$ cat src/rtl/inst_fetch_pipe_pkg.sv
// Shared definitions for the instruction fetch pipeline: default field
// widths, instruction field offsets and the fetch FSM state type.
package inst_fetch_pipe_pkg;

  localparam int OP_W  = 2;
  localparam int REG_W = 5;
  localparam int IW    = OP_W + 3 * REG_W;

  // Field offsets for the default widths: op | waddr | raddr1 | raddr2 (LSBs)
  localparam int RADDR2_LSB = 0;
  localparam int RADDR1_LSB = REG_W;
  localparam int WADDR_LSB  = 2 * REG_W;
  localparam int OP_LSB     = 3 * REG_W;

  typedef enum logic {
    IDLE = 1'b0,
    RUN  = 1'b1
  } state_t;

  // LSB position of a field, counted from raddr2 upward, for any register width
  function automatic int field_lsb(input int field_idx, input int reg_w);
    return field_idx * reg_w;
  endfunction

endpackage

$ cat src/rtl/inst_fetch_pipe_mem.sv
// Instruction storage: synchronous write, asynchronous read. Because the
// read is combinational from the current contents, a read of the address
// being written in the same cycle sees the old word.
module inst_mem #(
  parameter int DEPTH = 32,
  parameter int IW    = 17,
  localparam int AW   = $clog2(DEPTH)
) (
  input  logic          clk,
  input  logic          wr_en,
  input  logic [AW-1:0] wr_addr,
  input  logic [IW-1:0] wr_data,
  input  logic [AW-1:0] rd_addr,
  output logic [IW-1:0] rd_data
);

  logic [IW-1:0] mem [DEPTH];

  // Program write port; contents are never cleared
  always_ff @(posedge clk) begin
    if (wr_en) begin
      mem[wr_addr] <= wr_data;
    end
  end

  assign rd_data = mem[rd_addr];

endmodule

$ cat src/rtl/inst_fetch_pipe.sv
// Instruction fetch pipeline: a program counter walks the instruction
// memory while the FSM is in RUN, presenting one decoded instruction at a
// time through a valid/ready output register. Redirects flush and reload pc.
module inst_fetch_pipe #(
  parameter int DEPTH  = 32,
  parameter int OP_W   = inst_fetch_pipe_pkg::OP_W,
  parameter int REG_W  = inst_fetch_pipe_pkg::REG_W,
  localparam int A_LEN = $clog2(DEPTH),
  localparam int IW    = OP_W + 3 * REG_W
) (
  input  logic             clk,
  input  logic             rst,
  input  logic             start,
  input  logic             stop,
  input  logic             redirect,
  input  logic [A_LEN-1:0] redirect_pc,
  input  logic             prog_we,
  input  logic [A_LEN-1:0] prog_addr,
  input  logic [IW-1:0]    prog_data,
  input  logic             out_ready,
  output logic             out_valid,
  output logic [OP_W-1:0]  op,
  output logic [REG_W-1:0] waddr,
  output logic [REG_W-1:0] raddr1,
  output logic [REG_W-1:0] raddr2,
  output logic [A_LEN-1:0] out_pc,
  output logic             running
);

  import inst_fetch_pipe_pkg::*;

  localparam int R2_LSB = field_lsb(0, REG_W);
  localparam int R1_LSB = field_lsb(1, REG_W);
  localparam int WA_LSB = field_lsb(2, REG_W);

  state_t           state_q;
  state_t           state_n;
  logic [A_LEN-1:0] pc_q;
  logic             valid_q;
  logic [IW-1:0]    word_q;
  logic [A_LEN-1:0] out_pc_q;
  logic [IW-1:0]    mem_word;
  logic             fetch;
  logic             mem_we;

  // A write arriving together with reset is dropped
  assign mem_we = prog_we & ~rst;

  inst_mem #(
    .DEPTH (DEPTH),
    .IW    (IW)
  ) u_mem (
    .clk     (clk),
    .wr_en   (mem_we),
    .wr_addr (prog_addr),
    .wr_data (prog_data),
    .rd_addr (pc_q),
    .rd_data (mem_word)
  );

  // Next-state logic and fetch decision; stop wins over start, and a stop
  // cycle does not fetch so pc holds where it was stopped. Redirect blocks fetch.
  always_comb begin
    state_n = state_q;
    fetch   = 1'b0;
    case (state_q)
      IDLE: begin
        if (start && !stop) begin
          state_n = RUN;
        end
      end
      RUN: begin
        if (stop) begin
          state_n = IDLE;
        end
        fetch = !stop && !redirect && (!valid_q || out_ready);
      end
      default: state_n = IDLE;
    endcase
  end

  // FSM state register
  always_ff @(posedge clk) begin
    if (rst) begin
      state_q <= IDLE;
    end else begin
      state_q <= state_n;
    end
  end

  // pc and output register: redirect flushes, fetch loads, accept drains
  always_ff @(posedge clk) begin
    if (rst) begin
      pc_q     <= '0;
      valid_q  <= 1'b0;
      word_q   <= '0;
      out_pc_q <= '0;
    end else if (redirect) begin
      pc_q    <= redirect_pc;
      valid_q <= 1'b0;
    end else if (fetch) begin
      word_q   <= mem_word;
      out_pc_q <= pc_q;
      valid_q  <= 1'b1;
      pc_q     <= pc_q + A_LEN'(1);
    end else if (valid_q && out_ready) begin
      valid_q <= 1'b0;
    end
  end

  assign out_valid = valid_q;
  assign op        = word_q[IW-1 -: OP_W];
  assign waddr     = word_q[WA_LSB +: REG_W];
  assign raddr1    = word_q[R1_LSB +: REG_W];
  assign raddr2    = word_q[R2_LSB +: REG_W];
  assign out_pc    = out_pc_q;
  assign running   = (state_q == RUN);

endmodule

$ cat config.mk
export PLATFORM = sky130hd
export DESIGN_NAME = inst_fetch_pipe
export DESIGN_NICKNAME = d
export VERILOG_FILES = /design/src/rtl/inst_fetch_pipe_pkg.sv /design/src/rtl/inst_fetch_pipe_mem.sv /design/src/rtl/inst_fetch_pipe.sv
export SDC_FILE = /design/constraint.sdc
export NUM_CORES = 1
export LEC_CHECK = 0
export ABC_AREA = 1
export CAP_MARGIN = 20
export CORE_ASPECT_RATIO = 1.5
export CORE_MARGIN = 1
export CORE_UTILIZATION = 35
export CTS_BUF_LIST = sky130_fd_sc_hd__clkbuf_4
export DETAILED_ROUTE_END_ITERATION = 10
export REMOVE_ABC_BUFFERS = 1
export SYNTH_ARGS = -nofsm -noshare
export SYNTH_HDL_FRONTEND = slang
export SYNTH_SLANG_ARGS = --single-unit
$ cat constraint.sdc
create_clock -name clk -period 5.8 [get_ports clk]
set_input_delay 1.45 -clock clk [delete_from_list [all_inputs] [get_ports clk]]
set_output_delay 1.45 -clock clk [all_outputs]
set_load 0.005 [all_outputs]
# Yosys cells after proc, flatten, opt, wreduce, memory -nomap -nowiden
# Memory sizes are Yosys's and may differ from the RTL's. A register that Yosys moved wholly into a read port is not among the register bits.
# Index checks and enable logic that the tools add are counted.
# op_classes
n_reduce_logical	12
n_bitwise	4
n_mux	10
n_addsub	1
# op_table
operator	n
5-bit 2-to-1 mux	2
1-bit 2-to-1 mux	7
5-bit by 1-bit adder with 5-bit output (second input constant)	1
1-bit logical AND	4
2-bit nonzero test	2
1-bit zero test	3
1-bit inverter	3
1-bit one-hot mux with 2 select lines	1
2-bit AND reduction	1
2-bit OR reduction	1
1-bit AND	1
1-bit logical OR	1
# totals
ram_bits	544
mem_count	1
word_cells	32
ff_bits	12
in_bits	34
out_inout_bits	24
# mem_list
name	words	word_bits	read_ports	rd_clocked_by_memory_dff	wr	line	text
u_mem.mem	32	17	1	1	1	inst_fetch_pipe_mem.sv:17	logic [IW-1:0] mem [DEPTH];

# Depth between registers and ports, before layout
# logic_depth
word_depth	6
ltp_mapped	15
depth_no_buf	13

# Modules after synthesis
# From an unflattened synthesis, not the netlist that was laid out.
# hier_totals
cells_unflattened	2047
hier_area_um2	23344.9
# by_module_without_submodules
module	cells_each	seq_area_each_um2	area_each_um2	instances
inst_mem	1885	16335.7	22038.6	1
inst_fetch_pipe	162	580.6	1306.3	1

# Worst setup path before layout
# OpenSTA, ideal clock, no wires.
# synth_path
path_type	input to register
from	input rst
to	memory u_mem.mem[0][0], enable pin
t_arrival_ps	2805
t_required_ps	5409
path_slack_ps	2605
cell_stages	4
n_path_buf	1
setup_ps	391
path_cell_list	clkbuf_1 -> nor2_1 -> nand3_1 -> nor2_1
# synth_via
elab_chain_len	4
# synth_lines
item	line	text
start: declaration	inst_fetch_pipe.sv:12	input logic rst,
1-bit inverter	inst_fetch_pipe.sv:47	assign mem_we = prog_we & ~rst;
1-bit AND	inst_fetch_pipe.sv:47	
1-bit 2-to-1 mux	inst_fetch_pipe_mem.sv:21	if (wr_en) begin
1-bit 2-to-1 mux (implied by the code)	inst_fetch_pipe_mem.sv:22	mem[wr_addr] <= wr_data;
end: declaration	inst_fetch_pipe_mem.sv:17	
# No other way between the ends.

# Worst setup path after layout
# layout_path
from	input rst
to	memory u_mem.mem[11][14], enable pin
# The elaborated chain is that of the path after synthesis.

==> impl_metrics.tcl <==
set metrics [dict create \
    syn2layout_area_growth_pct 12.5 \
    nets 2643 \
    ff_latch_area_um2 16900 \
    timing.fmax_mhz 289 \
    antenna_found_initial 6 \
    layoutNonFillerInstCount 3611 \
    slew_headroom 0.218 \
    worstMarginPinSlew_ns 1.17 \
    die_w_um 219 \
    seq_area_frac_synth 0.684 \
    max-cap-violations 0 \
    tns_ns 0 \
    end_kind "register" \
    fillers 6857 \
    pwr_density_cell_nw_per_um2 300 \
    synth_cell_type_count 23 \
    synth_edf_count 544 \
    cts.sinks 573 \
    postRouteAntennaNets 0 \
    die_h_um 328 \
    p_clk_frac 0.376 \
    p_switching_w 0.00206 \
    synth_cells 2495 \
    arrival_ns 3.90 \
    ys.flop_type "edfxtp_1" \
    cts_buffers 134 \
    drt-wirelength-per-cell_um 18.8 \
    postCtsSetupBuffers 0 \
    period_share 0.597 \
    vdd_drop_max_v 0.000164 \
    dieArea_um2 71800 \
    critPathKind "primary input to register" \
    ctsHoldBuffers 0 \
    ys_top_cells_by_area "edfxtp_1 66%, nand2_1 14%, inv_1 6.6%" \
    std_cell_rows 119 \
    grt_usage 0.190 \
    grt_pass1_wl_um 101000 \
    clk_pin_slew_ns 0.07 \
    vias 17100 \
    rsz0062_at_grt "false" \
    vias_per_cell 4.73 \
    coreArea_um2 70100 \
    path_max_fanout 17 \
    grt_start_max_net_pins 164 \
    ys_warn_count 0 \
    grt_pass1_vias 16700 \
    start_kind "primary input" \
    post-route-min-period_ns 3.46 \
    pin_count 58 \
    syn_area_per_cell_um2 9.91 \
    place_congestion 0.860 \
    grt_remaining_overflow 0 \
    r2r_slack_ns 2.73 \
    fin_skew_ns 0.0525 \
    drt_iter0_drc 1550 \
    dp_cells 3378 \
    multi_input_area_um2 5700 \
    post_cts_resized 0 \
    drv_slew 0 \
    hpwl_um 39800 \
    swShare 0.247 \
    dr.pass1.iters 5 \
    yosysMostFrequentCell "nand2_1" \
    pwr-share-comb 0.075 \
    p_seq_frac 0.549 \
    ys_async_sr_fraction 0 \
    drive_gt1_frac 0.109 \
    drt-total-wl_um 67800 \
    port_buffers 57 \
    hp-class "register to register" \
    intPower_w 0.00629 \
    yosysTopAreaCell "edfxtp_1" \
    cts_tree "built" \
    finalHoldViolCount 0 \
    synth-seq-cells 573 \
    status "finished, final reports clean" \
    clockBufferDepth 3 \
    yosysTopAreaCellShare 0.660 \
    synth_common_cells "929 x nand2_1, 544 x edfxtp_1, 438 x inv_1" \
    root_buffer "clkbuf_4" \
    synth_area_um2 24700 \
    cts-htree-levels 4 \
    drc_errors 0 \
    setup_viol 0 \
    leakage_nw 11.9 \
    cp.required_ns 6.24 \
    clkLatencyLatePin_ns 0.86 \
    initial_core_util 0.353 \
]
cells by family (layout without fill, tap and decap cells):
| kind of cell | Yosys count | after routing | share of synthesized area |
|---|---|---|---|
| AO/OA/AOI/OAI | 34 | 34 | 0.00728 |
| adder cells (fa/ha/maj) | 1 | 1 | 0.000506 |
| XOR/XNOR | 2 | 2 | 0.000708 |
| other | 0 | 1 | 0 |
| buffers and inverters | 557 | 765 | 0.0889 |
| AND/OR/NAND/NOR | 1328 | 1328 | 0.219 |
| flip-flops | 573 | 573 | 0.684 |
final cells by class:
| class | instances | share of cell area |
|---|---|---|
| timing repair buffer | 91 | 0.0273 |
| clock buffer | 187 | 0.0504 |
| antenna | 1 | 0.0000899 |
| inverter | 443 | 0.0601 |
| sequential | 573 | 0.608 |
| tap | 907 | 0.0408 |
| clock inverter | 44 | 0.00818 |
| multi-input combinational | 1365 | 0.205 |
per-layer routing:
layer | routed length [um] | vias up | part of all wire | track usage
met1 | 27500 | 8081 | 0.41 | 0.232
li1 | - | 8221 | - | -
met5 | 67 | - | 0.00099 | 0
met4 | 2750 | 10 | 0.041 | 0.0898
met3 | 4120 | 140 | 0.061 | 0.0340
met2 | 33400 | 622 | 0.49 | 0.325
critical path, cell delays in order:
cell             delay, ns
clkdlybuf4s50_1       0.54
nor2_1                0.47
nand3_1               0.44
buf_4                 0.32
nor2_2                0.65
power by group through the flow:
stage | Clock [W] | Combinational, W | Sequential, W
after global routing | 0.00339 | 0.000680 | 0.00458
after global placement | 0 | 0.000620 | 0.00467
after detailed placement | 0 | 0.000624 | 0.00467
final | 0.00313 | 0.000624 | 0.00458
after floorplan | 0 | 0.000319 | 0.00469
after CTS | 0.00322 | 0.000626 | 0.00458
state kept, by name, indices dropped and copies added, names as in the netlist:
name       flops
out_pc         5
out_valid      1
pc_q           5
running        1
u_mem.mem    544
word_q        17
final timing paths:
check,to,cells after the start,start
setup / recovery,u_mem.mem[11][14]$_DFFE_PP_,5,rst
hold / removal,out_pc[0]$_SDFFE_PP0P_,2,out_pc[0]$_SDFFE_PP0P_
setup reg to reg,word_q[9]$_SDFFE_PP0P_,12,pc_q[0]$_SDFFE_PP0P_
hold reg to reg,out_pc[0]$_SDFFE_PP0P_,2,out_pc[0]$_SDFFE_PP0P_
cells in the final DEF (no fill, tap or decap), types with 2 or more instances in the layout:
master           instances
clkinv_2                 5
inv_1                  437
clkbuf_4               187
bufinv_16                2
a211oi_1                 2
xor2_1                   2
buf_2                   17
dfxtp_4                  2
nor2_4                   2
o21ai_0                 23
nor2_1                  41
a31oi_1                  2
nor2_2                  34
dfxtp_1                 26
clkinv_1                33
edfxtp_1               544
buf_4                   32
a21oi_1                  6
clkdlybuf4s50_1         40
nand2_1                929
nand3_1                320
inv_2                    7
stage by stage:
| step | cell area, um^2 | utilization | worst slack, ns | total power [W] | hold slack (ns) |
|---|---|---|---|---|---|
| 3_5_place_dp | 26200 | 0.373 | 1.51 | 0.00530 | 0.476 |
| 2_1_floorplan | 24200 | - | -4.28 | 0.00501 | 0.456 |
| 4_1_cts | 27800 | 0.397 | 2.36 | 0.00843 | 0.488 |
| 6_report | 27800 | 0.397 | 2.34 | 0.00834 | 0.482 |
| 5_1_grt | 27800 | 0.397 | 2.32 | 0.00866 | 0.522 |
| 3_3_place_gp | 26200 | 0.373 | 1.59 | 0.00529 | 0.471 |
(Power assumes the default switching activity.)
